### config.mk
export PLATFORM = sky130hd
export DESIGN_NAME = klotski_move_player
export DESIGN_NICKNAME = d
export VERILOG_FILES = /design/src/rtl/klotski_pkg.sv /design/src/rtl/klotski_move_fifo.sv /design/src/rtl/klotski_move_player.sv
export SDC_FILE = /design/constraint.sdc
export NUM_CORES = 1
export LEC_CHECK = 0
export ABC_AREA = 1
export BUFFER_PORTS_ARGS = -buffer_cell sky130_fd_sc_hd__buf_2
export CAP_MARGIN = 10
export CORE_ASPECT_RATIO = 1.2
export CORE_MARGIN = 4
export CORE_UTILIZATION = 42
export CTS_CLUSTER_DIAMETER = 40
export DETAILED_ROUTE_END_ITERATION = 12
export PLACE_DENSITY_LB_ADDON = 0.05
export SKIP_CTS_REPAIR_TIMING = 1
export SLEW_MARGIN = 25
export SYNTH_ARGS = -nofsm -noshare
export SYNTH_HDL_FRONTEND = slang
export SYNTH_SLANG_ARGS = --single-unit
### constraint.sdc
create_clock -name i_clk -period 3.3 [get_ports i_clk]
set_input_delay 0.165 -clock i_clk [delete_from_list [all_inputs] [get_ports i_clk]]
set_output_delay 0.165 -clock i_clk [all_outputs]
set_load 0.02 [all_outputs]
### src/rtl/klotski_pkg.sv
// Shared types for the klotski move player.
//  board_t  : [row][col] of 4-bit tiles, tile 0 = blank
//  pos_t    : {row, col} of the blank
//  dir_e    : blank move direction
//  state_e  : player control state
//  SOLVED_BOARD / is_solved : goal layout, 1..15 row-major with blank at [3][3]
package klotski_pkg;

  typedef logic [3:0][3:0][3:0] board_t;
  typedef logic [1:0][1:0]      pos_t;

  typedef enum logic [1:0] {DIR_UP, DIR_DOWN, DIR_LEFT, DIR_RIGHT} dir_e;
  typedef enum logic [1:0] {ST_EMPTY, ST_LOAD, ST_RUN, ST_ERR}      state_e;

  localparam board_t SOLVED_BOARD = {
    4'd0,  4'd15, 4'd14, 4'd13,
    4'd12, 4'd11, 4'd10, 4'd9,
    4'd8,  4'd7,  4'd6,  4'd5,
    4'd4,  4'd3,  4'd2,  4'd1
  };

  function automatic logic is_solved(input board_t b);
    return b == SOLVED_BOARD;
  endfunction

endpackage

### src/rtl/klotski_move_fifo.sv
// Synchronous FIFO holding pending move tokens.
//  i_clk/i_rst : clock, async active-high reset
//  i_flush     : drop all entries (wins over push/pop)
//  i_push/i_data : write when not full
//  i_pop/o_data  : o_data is the head entry; pop advances when not empty
//  o_full/o_empty: occupancy flags
module klotski_move_fifo #(
  parameter int DEPTH = 8,
  parameter int W     = 2
) (
  input  logic         i_clk,
  input  logic         i_rst,
  input  logic         i_flush,
  input  logic         i_push,
  input  logic [W-1:0] i_data,
  input  logic         i_pop,
  output logic [W-1:0] o_data,
  output logic         o_full,
  output logic         o_empty
);
  localparam int AW = $clog2(DEPTH);

  logic [W-1:0]  mem_q [DEPTH];
  logic [AW-1:0] wr_ptr_q, wr_ptr_d, rd_ptr_q, rd_ptr_d;
  logic [AW:0]   count_q, count_d;
  logic          push_ok, pop_ok;

  assign o_full  = (count_q == (AW+1)'(DEPTH));
  assign o_empty = (count_q == '0);
  assign o_data  = mem_q[rd_ptr_q];
  assign push_ok = i_push && !o_full && !i_flush;
  assign pop_ok  = i_pop && !o_empty && !i_flush;

  always_comb begin
    wr_ptr_d = wr_ptr_q;
    rd_ptr_d = rd_ptr_q;
    count_d  = count_q;
    if (i_flush) begin
      wr_ptr_d = '0;
      rd_ptr_d = '0;
      count_d  = '0;
    end else begin
      // pointers wrap naturally since DEPTH is a power of two
      if (push_ok) wr_ptr_d = wr_ptr_q + AW'(1);
      if (pop_ok)  rd_ptr_d = rd_ptr_q + AW'(1);
      if (push_ok && !pop_ok)      count_d = count_q + (AW+1)'(1);
      else if (pop_ok && !push_ok) count_d = count_q - (AW+1)'(1);
    end
  end

  always_ff @(posedge i_clk or posedge i_rst) begin
    if (i_rst) begin
      wr_ptr_q <= '0;
      rd_ptr_q <= '0;
      count_q  <= '0;
    end else begin
      wr_ptr_q <= wr_ptr_d;
      rd_ptr_q <= rd_ptr_d;
      count_q  <= count_d;
    end
  end

  // storage needs no reset: entries are only read after being written
  always_ff @(posedge i_clk) begin
    if (push_ok) mem_q[wr_ptr_q] <= i_data;
  end

endmodule

### src/rtl/klotski_move_player.sv
// Replays a stream of blank-tile moves onto a registered 4x4 klotski board.
//  i_clk/i_rst   : clock, async active-high reset
//  i_load        : latch i_klotski, flush pending moves, clear count/illegal
//  i_pause       : hold off applying moves (tokens still accepted)
//  i_mv_valid/i_mv_dir/o_mv_ready : move token handshake
//  o_klotski/o_zero_pos/o_move_cnt/o_illegal/o_busy : board state and status
//  o_solved      : board equals goal; live only when KLOTSKI_SOLVED_DETECT_EN is
//                  defined, otherwise tied 0
module klotski_move_player
  import klotski_pkg::*;
#(
  parameter int FIFO_DEPTH = 8,
  parameter int CNT_W      = 10
) (
  input  logic             i_clk,
  input  logic             i_rst,
  input  logic             i_load,
  input  board_t           i_klotski,
  input  logic             i_pause,
  input  logic             i_mv_valid,
  input  logic [1:0]       i_mv_dir,
  output logic             o_mv_ready,
  output board_t           o_klotski,
  output pos_t             o_zero_pos,
  output logic [CNT_W-1:0] o_move_cnt,
  output logic             o_illegal,
  output logic             o_busy,
  output logic             o_solved
);

  state_e           state_q, state_d;
  board_t           board_q, board_d;
  pos_t             pos_q, pos_d;
  logic [CNT_W-1:0] cnt_q, cnt_d;
  logic             illegal_q, illegal_d;

  logic       fifo_full, fifo_empty, fifo_pop, fifo_push;
  logic [1:0] fifo_data;

  assign o_mv_ready = ((state_q == ST_RUN) || (state_q == ST_ERR)) && !fifo_full;
  assign fifo_push  = i_mv_valid && o_mv_ready && !i_load;

  klotski_move_fifo #(.DEPTH(FIFO_DEPTH), .W(2)) u_fifo (
    .i_clk   (i_clk),
    .i_rst   (i_rst),
    .i_flush (i_load),
    .i_push  (fifo_push),
    .i_data  (i_mv_dir),
    .i_pop   (fifo_pop),
    .o_data  (fifo_data),
    .o_full  (fifo_full),
    .o_empty (fifo_empty)
  );

  // first blank in row-major order
  logic zfound;
  pos_t zpos;
  always_comb begin
    zfound = 1'b0;
    zpos   = '0;
    for (int r = 0; r < 4; r++) begin
      for (int c = 0; c < 4; c++) begin
        if (!zfound && board_q[r][c] == 4'd0) begin
          zfound = 1'b1;
          zpos   = {2'(r), 2'(c)};
        end
      end
    end
  end

  // neighbour the blank swaps with for the head token
  logic [1:0] row, col, nrow, ncol;
  logic       legal;
  always_comb begin
    row  = pos_q[1];
    col  = pos_q[0];
    nrow = row;
    ncol = col;
    legal = 1'b0;
    case (dir_e'(fifo_data))
      DIR_UP:    begin legal = (row != 2'd0); nrow = row - 2'd1; end
      DIR_DOWN:  begin legal = (row != 2'd3); nrow = row + 2'd1; end
      DIR_LEFT:  begin legal = (col != 2'd0); ncol = col - 2'd1; end
      default:   begin legal = (col != 2'd3); ncol = col + 2'd1; end
    endcase
  end

  always_comb begin
    state_d   = state_q;
    board_d   = board_q;
    pos_d     = pos_q;
    cnt_d     = cnt_q;
    illegal_d = illegal_q;
    fifo_pop  = 1'b0;
    if (i_load) begin
      state_d   = ST_LOAD;
      board_d   = i_klotski;
      cnt_d     = '0;
      illegal_d = 1'b0;
    end else begin
      case (state_q)
        ST_LOAD: begin
          if (zfound) begin
            pos_d   = zpos;
            state_d = ST_RUN;
          end else begin
            illegal_d = 1'b1;
            state_d   = ST_ERR;
          end
        end
        ST_RUN: begin
          if (!fifo_empty && !i_pause) begin
            fifo_pop = 1'b1;
            if (legal) begin
              board_d[row][col]   = board_q[nrow][ncol];
              board_d[nrow][ncol] = 4'd0;
              pos_d               = {nrow, ncol};
              if (cnt_q != '1) cnt_d = cnt_q + CNT_W'(1);
            end else begin
              illegal_d = 1'b1;
              state_d   = ST_ERR;
            end
          end
        end
        // board frozen; tokens are drained and discarded
        ST_ERR:  fifo_pop = !fifo_empty && !i_pause;
        default: ;
      endcase
    end
  end

  always_ff @(posedge i_clk or posedge i_rst) begin
    if (i_rst) begin
      state_q   <= ST_EMPTY;
      board_q   <= '0;
      pos_q     <= '0;
      cnt_q     <= '0;
      illegal_q <= 1'b0;
    end else begin
      state_q   <= state_d;
      board_q   <= board_d;
      pos_q     <= pos_d;
      cnt_q     <= cnt_d;
      illegal_q <= illegal_d;
    end
  end

`ifdef KLOTSKI_SOLVED_DETECT_EN
  // evaluated on the next board so it flips on the same edge as the board
  logic solved_q, solved_d;
  assign solved_d = is_solved(board_d);
  always_ff @(posedge i_clk or posedge i_rst) begin
    if (i_rst) solved_q <= 1'b0;
    else       solved_q <= solved_d;
  end
  assign o_solved = solved_q;
`else
  assign o_solved = 1'b0;
`endif

  assign o_klotski  = board_q;
  assign o_zero_pos = pos_q;
  assign o_move_cnt = cnt_q;
  assign o_illegal  = illegal_q;
  assign o_busy     = (state_q == ST_LOAD) || ((state_q == ST_RUN) && !fifo_empty);

endmodule

# Yosys cells after proc, flatten, opt, wreduce, memory -nomap -nowiden
# Memory sizes are Yosys's and may differ from the RTL's.
# Cells that the tools add are included.
[classes] n_addsub=9 order_cmp=8 n_eq_ne=15 n_mux=82 n_bitwise=3 n_reduce_logical=88
[op_table] op="$mux 64" count=4
[op_table] op="$mux 4" count=23
[op_table] op="$logic_not 4->1" count=17
[op_table] op="$and 64x64->64" count=1
[op_table] op="$bwmux 64" count=1
[op_table] op="$demux 16 s2" count=2
[op_table] op="$not 64->64" count=1
[op_table] op="$mux 10" count=5
[op_table] op="$mux 16" count=3
[op_table] op="$bmux 16 s2" count=1
[op_table] op="$logic_and 1x1->1" count=30
[op_table] op="$mux 1" count=26
[op_table] op="$logic_not 1->1" count=21
[op_table] op="$reduce_bool 2->1" count=9
[op_table] op="$demux 4 s2" count=2
[op_table] op="$lt 2x3->1 const B" count=4
[op_table] op="$mux 3" count=4
[op_table] op="$pmux 2 s2" count=3
[op_table] op="$add 10x1->10 const B" count=1
[op_table] op="$ne 10x10->1 const B" count=1
[op_table] op="$bmux 4 s2" count=1
[op_table] op="$ge 2x1->1 const B" count=4
[op_table] op="$ne 2x2->1 const B" count=4
[op_table] op="$pmux 4 s2" count=1
[op_table] op="other kinds (22)" count=36
[word_totals] reg_bits=91 ram_bits=16 input_bits=71 out_inout_bits=82 wordCells=230 memories=1
[mem_list] name="u_fifo.mem_q" words=8 word_bits=2 rd=1 rd_ports_with_merged_regs=0 wr=1 line_no="klotski_move_fifo.sv:23" source="logic [W-1:0] mem_q [DEPTH];"

# Depth between registers and ports, before layout
[depth] word_depth=50 depth_mapped=20 mapped_depth_nobuf=18

# Modules after synthesis
# From an unflattened synthesis, not the netlist that was laid out.
[hier_totals] hier_cells=1085 area_unflattened_um2=7522.2
[modules_own_cells] module="klotski_move_player" n_inst=1 cells_per_inst=945 area_per_inst_um2=6208.5
[modules_own_cells] module="klotski_move_fifo" n_inst=1 cells_per_inst=140 area_per_inst_um2=1313.8

# Worst setup path before layout
# Ideal clock, no wire load.
[synth_path] path_kind="reg2reg" startpoint="register u_fifo.count_q[0]" endpoint="register u_fifo.count_q[3]" setup_time_ns=0.138 arrival_time_ns=2.280 required_time_ns=3.162 path_slack_ns=0.881 stages_incl_launch_ff=13 path_buffers=0 path_cell_list="dfrtp_1 -> nor2_1 -> a31oi_1 -> nand3_1 -> inv_1 -> nand2_1 -> ha_1 -> a21oi_1 -> nand2_1 -> xor2_1 -> xor2_1 -> nand3_1 -> o21ai_0"
[synth_lines] item="start: declaration" line_no="klotski_move_fifo.sv:25" source="logic [AW:0] count_q, count_d;"
[synth_lines] item="start signal: assignment" line_no="klotski_move_fifo.sv:59" source="count_q <= count_d;"
[synth_lines] item="$eq 4x4->1 *" line_no="klotski_move_fifo.sv:28" source="assign o_full = (count_q == (AW+1)'(DEPTH));"
[synth_lines] item="$logic_not 1->1 *" line_no="klotski_move_player.sv:40" source="assign o_mv_ready = ((state_q == ST_RUN) || (state_q == ST_ERR)) && !fifo_full;"
[synth_lines] item="$logic_and 1x1->1 *" line_no="klotski_move_player.sv:40"
[synth_lines] item="named net o_mv_ready" line_no="klotski_move_player.sv:22" source="output logic o_mv_ready,"
[synth_lines] item="$logic_and 1x1->1 * (2 in series)" line_no="klotski_move_player.sv:41" source="assign fifo_push = i_mv_valid && o_mv_ready && !i_load;"
[synth_lines] item="$logic_and 1x1->1 * (2 in series)" line_no="klotski_move_fifo.sv:31" source="assign push_ok = i_push && !o_full && !i_flush;"
[synth_lines] item="$logic_and 1x1->1 / $logic_not 1->1 (equally long branches)" line_no="klotski_move_fifo.sv:46, klotski_move_fifo.sv:47"
[synth_lines] item="$mux 4 / $logic_and 1x1->1 (equally long branches)" line_no="klotski_move_fifo.sv:46, klotski_move_fifo.sv:47"
[synth_lines] item="$mux 4 / $reduce_bool 3->1 (equally long branches)"
# Mark *: on every way through the listed nets, which the timed path passes. The rest lies on a longest branch. The select of a mux whose other input is x is not followed.
# A chain may end at the register's enable or synchronous reset.

# Worst setup path in the final report
[layout_path] startpoint="register u_fifo.rd_ptr_q[0]" endpoint="register board_q (netlist bit o_klotski[25])"
[layout_via] elab_chain_len=16
[layout_lines] item="start: declaration" line_no="klotski_move_fifo.sv:24" source="logic [AW-1:0] wr_ptr_q, wr_ptr_d, rd_ptr_q, rd_ptr_d;"
[layout_lines] item="start signal: assignment" line_no="klotski_move_fifo.sv:58" source="rd_ptr_q <= rd_ptr_d;"
[layout_lines] item="$mem_v2 8x2 *"
[layout_lines] item="$eq 2x1->1 / $logic_not 2->1 (equally long branches)" line_no="klotski_move_player.sv:80" source="case (dir_e'(fifo_data))"
[layout_lines] item="$reduce_or 2->1 (no source line)"
[layout_lines] item="$pmux 2 s2" line_no="klotski_move_player.sv:80"
[layout_lines] item="$lt 2x3->1 (not written as such) / $ge 2x1->1 (equally long branches)" line_no="klotski_move_player.sv:116" source="board_d[nrow][ncol] = 4'd0;"
[layout_lines] item="$logic_and 1x1->1 (not written as such)" line_no="klotski_move_player.sv:116"
[layout_lines] item="$mux 4 (not written as such)" line_no="klotski_move_player.sv:116"
[layout_lines] item="$demux 4 s2" line_no="klotski_move_player.sv:116"
[layout_lines] item="$mux 16 (not written as such)" line_no="klotski_move_player.sv:116"
[layout_lines] item="$demux 16 s2" line_no="klotski_move_player.sv:116"
[layout_lines] item="$not 64->64 (no source line)"
[layout_lines] item="$and 64x64->64 (no source line)"
[layout_lines] item="$mux 64" line_no="klotski_move_player.sv:114" source="if (legal) begin"
[layout_lines] item="$mux 64" line_no="klotski_move_player.sv:112" source="if (!fifo_empty && !i_pause) begin"
[layout_lines] item="$mux 64" line_no="klotski_move_player.sv:101" source="case (state_q)"
[layout_lines] item="$mux 64" line_no="klotski_move_player.sv:95" source="if (i_load) begin"
[layout_lines] item="end signal: assignment" line_no="klotski_move_player.sv:141" source="board_q <= board_d;"
[layout_lines] item="end: declaration" line_no="klotski_move_player.sv:32" source="board_t board_q, board_d;"
# Mark *: on every way between the ends. The rest lies on a longest branch, timed or not. The select of a mux whose other input is x is not followed.

==> impl_metrics.env <==
export IMPL_chipWidth_um=129.7
export IMPL_cts_made_buffers=9
export IMPL_worstMarginPinSlew_ps=801.4
export IMPL_critPathMaxStageDelay_ps=500
export IMPL_cp_max_fo=13
export IMPL_crit_path_top_delay_cell="dfrtp_1"
export IMPL_initial_core_util=0.4262
export IMPL_cts_max_path_buffers=2
export IMPL_start_kind="flip-flop"
export IMPL_drtIter0Drc=495
export IMPL_fmax_mhz=345.5
export IMPL_htree_levels=3
export IMPL_first_global_vias=7460
export IMPL_gp_congestion=0.9419
export IMPL_dieArea_um2=19970
export IMPL_maxSlewViolCount=0
export IMPL_finalHoldViolations=0
export IMPL_synth_edff_count=16
export IMPL_pwr_share_comb=0.560
export IMPL_overflow=0
export IMPL_drt_pass1_iter_count=5
export IMPL_vias=7783
export IMPL_synthCells=1102
export IMPL_peakVddDrop_v=0.0003432
export IMPL_dpl_worst_slack_ps=279.3
export IMPL_reg2reg_to="o_klotski[25]$_DFFE_PP0P_"
export IMPL_fin_setup_tns_ps=0
export IMPL_cts_tree="yes"
export IMPL_hp_class="input pin to flip-flop"
export IMPL_slew_headroom=0.4608
export IMPL_syn2layout_area_growth_pct=16.35
export IMPL_cp_end_kind="flip-flop"
export IMPL_synth_fp_nets=1179
export IMPL_r2r_start="u_fifo.rd_ptr_q[0]$_DFFE_PP0P_"
export IMPL_fin_nets=1313
export IMPL_rsz0062_at_grt="no"
export IMPL_yosys_top_cells_area="dfrtp_1 31%, nand2_1 18%, nor2_1 7.9%, edfxtp_1 6.4%, a22oi_1 5.9%"
export IMPL_hold_start="i_klotski[55]"
export IMPL_diodes=0
export IMPL_synth_async_reset_ratio=0.8505
export IMPL_cts_clk_slew_worst_paths_ps=80
export IMPL_io_pins=153
export IMPL_status="finished, final reports clean"
export IMPL_wl_met2_mm=12.25
export IMPL_track_usage=0.2487
export IMPL_fin_crit_ps=2894
export IMPL_finalCritPeriodShare=0.8771
export IMPL_clkPwrFrac=0.144
export IMPL_core_um2=17510
export IMPL_syn_area_um2=7461
export IMPL_cts_sinks=107
export IMPL_worstSkewPairLatency_ps=360
export IMPL_path_cells="inv_2, nand2_1, nand3_1, nand3_4, nand3_1, nand2_1, buf_4, nand2_1, nand2_1, nand3_1, nand3_1, nand3_1, and2_4, nand2_1, nand2_1, nand2_1"
export IMPL_crit_path_frequent_cell="nand2_1"
export IMPL_synth_ff_type="dfrtp_1"
export IMPL_syn_area_per_cell_um2=6.770
export IMPL_p_int_mw=3.609
export IMPL_n_fill_cell=1896
export IMPL_wl_met1_mm=10.33
export IMPL_antenna_found_initial=0
export IMPL_p_per_area_nw_per_um2=903.1
export IMPL_p_seq_frac=0.296
export IMPL_ant_nets=0
export IMPL_p_sw_frac=0.5396
export IMPL_worst_slack_ps=405.7
export IMPL_hold_path_end="o_klotski[55]$_DFFE_PP0P_"
export IMPL_yosys_warnings=0
export IMPL_drc=0
export IMPL_cp_arrival_ps=3140
export IMPL_dp_hpwl_mm=18.74
export IMPL_drt_wirelength_per_cell_um=17.01
export IMPL_critPathKind="flip-flop to flip-flop"
export IMPL_yosysUniqueCellTypes=45
export IMPL_r2r_cells=16
export IMPL_hold_depth=3
export IMPL_setup_viol=0
export IMPL_finClkSkew_ps=13.50
export IMPL_cp_required_ps=3550
export IMPL_grt_max_degree=60
export IMPL_synth_top_cell_by_area="dfrtp_1"
export IMPL_num_rows=53
export IMPL_leakage_nw=4.181
export IMPL_r2r_slack_ps=410
export IMPL_whs_ps=34.69
export IMPL_vias_per_cell=5.327
export IMPL_numPortBuffers=151
export IMPL_max_cap_violations=0
export IMPL_drt_total_wl_mm=24.85
export IMPL_wl_met3_mm=1.648
export IMPL_layout_drive_gt1_share=0.1757
export IMPL_ys_seq_area_frac=0.3696
export IMPL_die_h_um=154.0
export IMPL_grt_pass1_wl_mm=39.53
export IMPL_cts_root_buf="clkbuf_16"
export IMPL_yosys_area_top_type_share=0.3052
export IMPL_routed_top_layer="met4"
export IMPL_p_switching_mw=4.230
export IMPL_ys_ff_latch=107
-- worst max path at each step --
| stage | from | end | slack (ps) |
|---|---|---|---|
| 2_1_floorplan | i_rst | col[0]$_DFFE_PP0P_ | 770 |
| 3_3_place_gp | u_fifo.rd_ptr_q[0]$_DFFE_PP0P_ | o_klotski[57]$_DFFE_PP0P_ | 300 |
| 3_5_place_dp | u_fifo.rd_ptr_q[0]$_DFFE_PP0P_ | o_klotski[57]$_DFFE_PP0P_ | 280 |
| 4_1_cts | u_fifo.rd_ptr_q[0]$_DFFE_PP0P_ | o_klotski[57]$_DFFE_PP0P_ | 290 |
| 5_1_grt | u_fifo.rd_ptr_q[0]$_DFFE_PP0P_ | o_move_cnt[0]$_DFFE_PP0P_ | 110 |
| 6_report | u_fifo.rd_ptr_q[0]$_DFFE_PP0P_ | o_klotski[25]$_DFFE_PP0P_ | 410 |
-- flip-flops by register name, summed over array words and instances (netlist names) --
signal	count
col	2
o_klotski	64
row	2
u_fifo.mem_q	16
u_fifo.wr_ptr_q	3
o_move_cnt	10
state_q	2
o_illegal	1
u_fifo.rd_ptr_q	3
u_fifo.count_q	4
-- Yosys cell counts (2+ instances only) --
cell type    n
o21ai_1      4
clkinv_1     2
xnor2_1      2
a21oi_1     13
ha_1         5
a31oi_1      2
nor2_1     158
and2_4       2
inv_1       90
nand3_4      2
buf_4        4
clkbuf_1    19
nor4_1       9
o21ai_0     38
o22ai_1      2
nand2_1    358
nand2_4      5
dfrtp_1     91
buf_6        6
or2_2        6
edfxtp_1    16
xor2_1       9
o211ai_1     2
nand2_2     15
a22oi_1     59
buf_2       11
nand3_1     77
o41ai_1      2
nand4_1      9
nand3_2      4
nor3_1      66
-- per-stage QoR --
step	total power [mW]	area, um^2	instances	utilization
final	7.840	8681	1461	0.4959
after CTS	7.871	8665	1460	0.4949
after global placement	6.717	8363	1444	0.4777
after floorplan	5.367	7461	1102	-
after detailed placement	6.731	8363	1444	0.4777
after global routing	8.433	8681	1461	0.4959
-- power by group through the flow --
| stage | combinational, mW | clock, mW | sequential, mW |
|---|---|---|---|
| finish | 4.39 | 1.13 | 2.32 |
| global route | 4.85 | 1.21 | 2.37 |
| CTS | 4.41 | 1.15 | 2.31 |
| detailed placement | 4.40 | 0 | 2.33 |
| global placement | 4.39 | 0 | 2.33 |
| floorplan | 2.87 | 0 | 2.50 |
-- cell families (layout without fill, tap and decap cells) --
family / after synthesis / after routing / synth area share
XOR/XNOR: 11 / 11 / 0.01291
flip-flops: 107 / 107 / 0.3696
adder cells (fa/ha/maj): 6 / 6 / 0.01107
other: 1 / 1 / 0.0005026
AND/OR/NAND/NOR: 715 / 715 / 0.4157
buffers and inverters: 134 / 273 / 0.07949
AO/OA/AOI/OAI: 128 / 128 / 0.1107
-- routing by layer --
metal  GRT usage  up-vias
met5     0.01279        -
met3     0.04552       44
met1      0.3194     3612
met2      0.4171      239
li1            -     3888
met4     0.08515        0
-- critical path: cells and delay by family, from the launching register on --
family	cells	cell delay, ps
buffers and inverters	2	450
and+or+nand+nor	14	1820
DFF	1	500
-- cell usage in the layout (no fill, tap or decap), types with 11 or more instances in the layout --
master / count
buf_2: 151
o21ai_0: 38
inv_1: 89
buf_4: 11
nor2_1: 158
dfrtp_1: 91
nand2_2: 14
nand3_1: 77
a22oi_1: 59
a21oi_1: 13
nand2_1: 358
nor3_1: 66
edfxtp_1: 16
-- final cells by class --
type,count,area (um^2),area share
well taps,220,275.3,0.03171
clock inverters,6,72.57,0.008360
multi-input cells,861,4126,0.4754
clock buffers,10,229.0,0.02638
inverters,93,351.6,0.04050
flip-flops and latches,107,2758,0.3177
repair buffers,164,868.3,0.1000
Note: power is estimated with default switching activity, not from simulation.
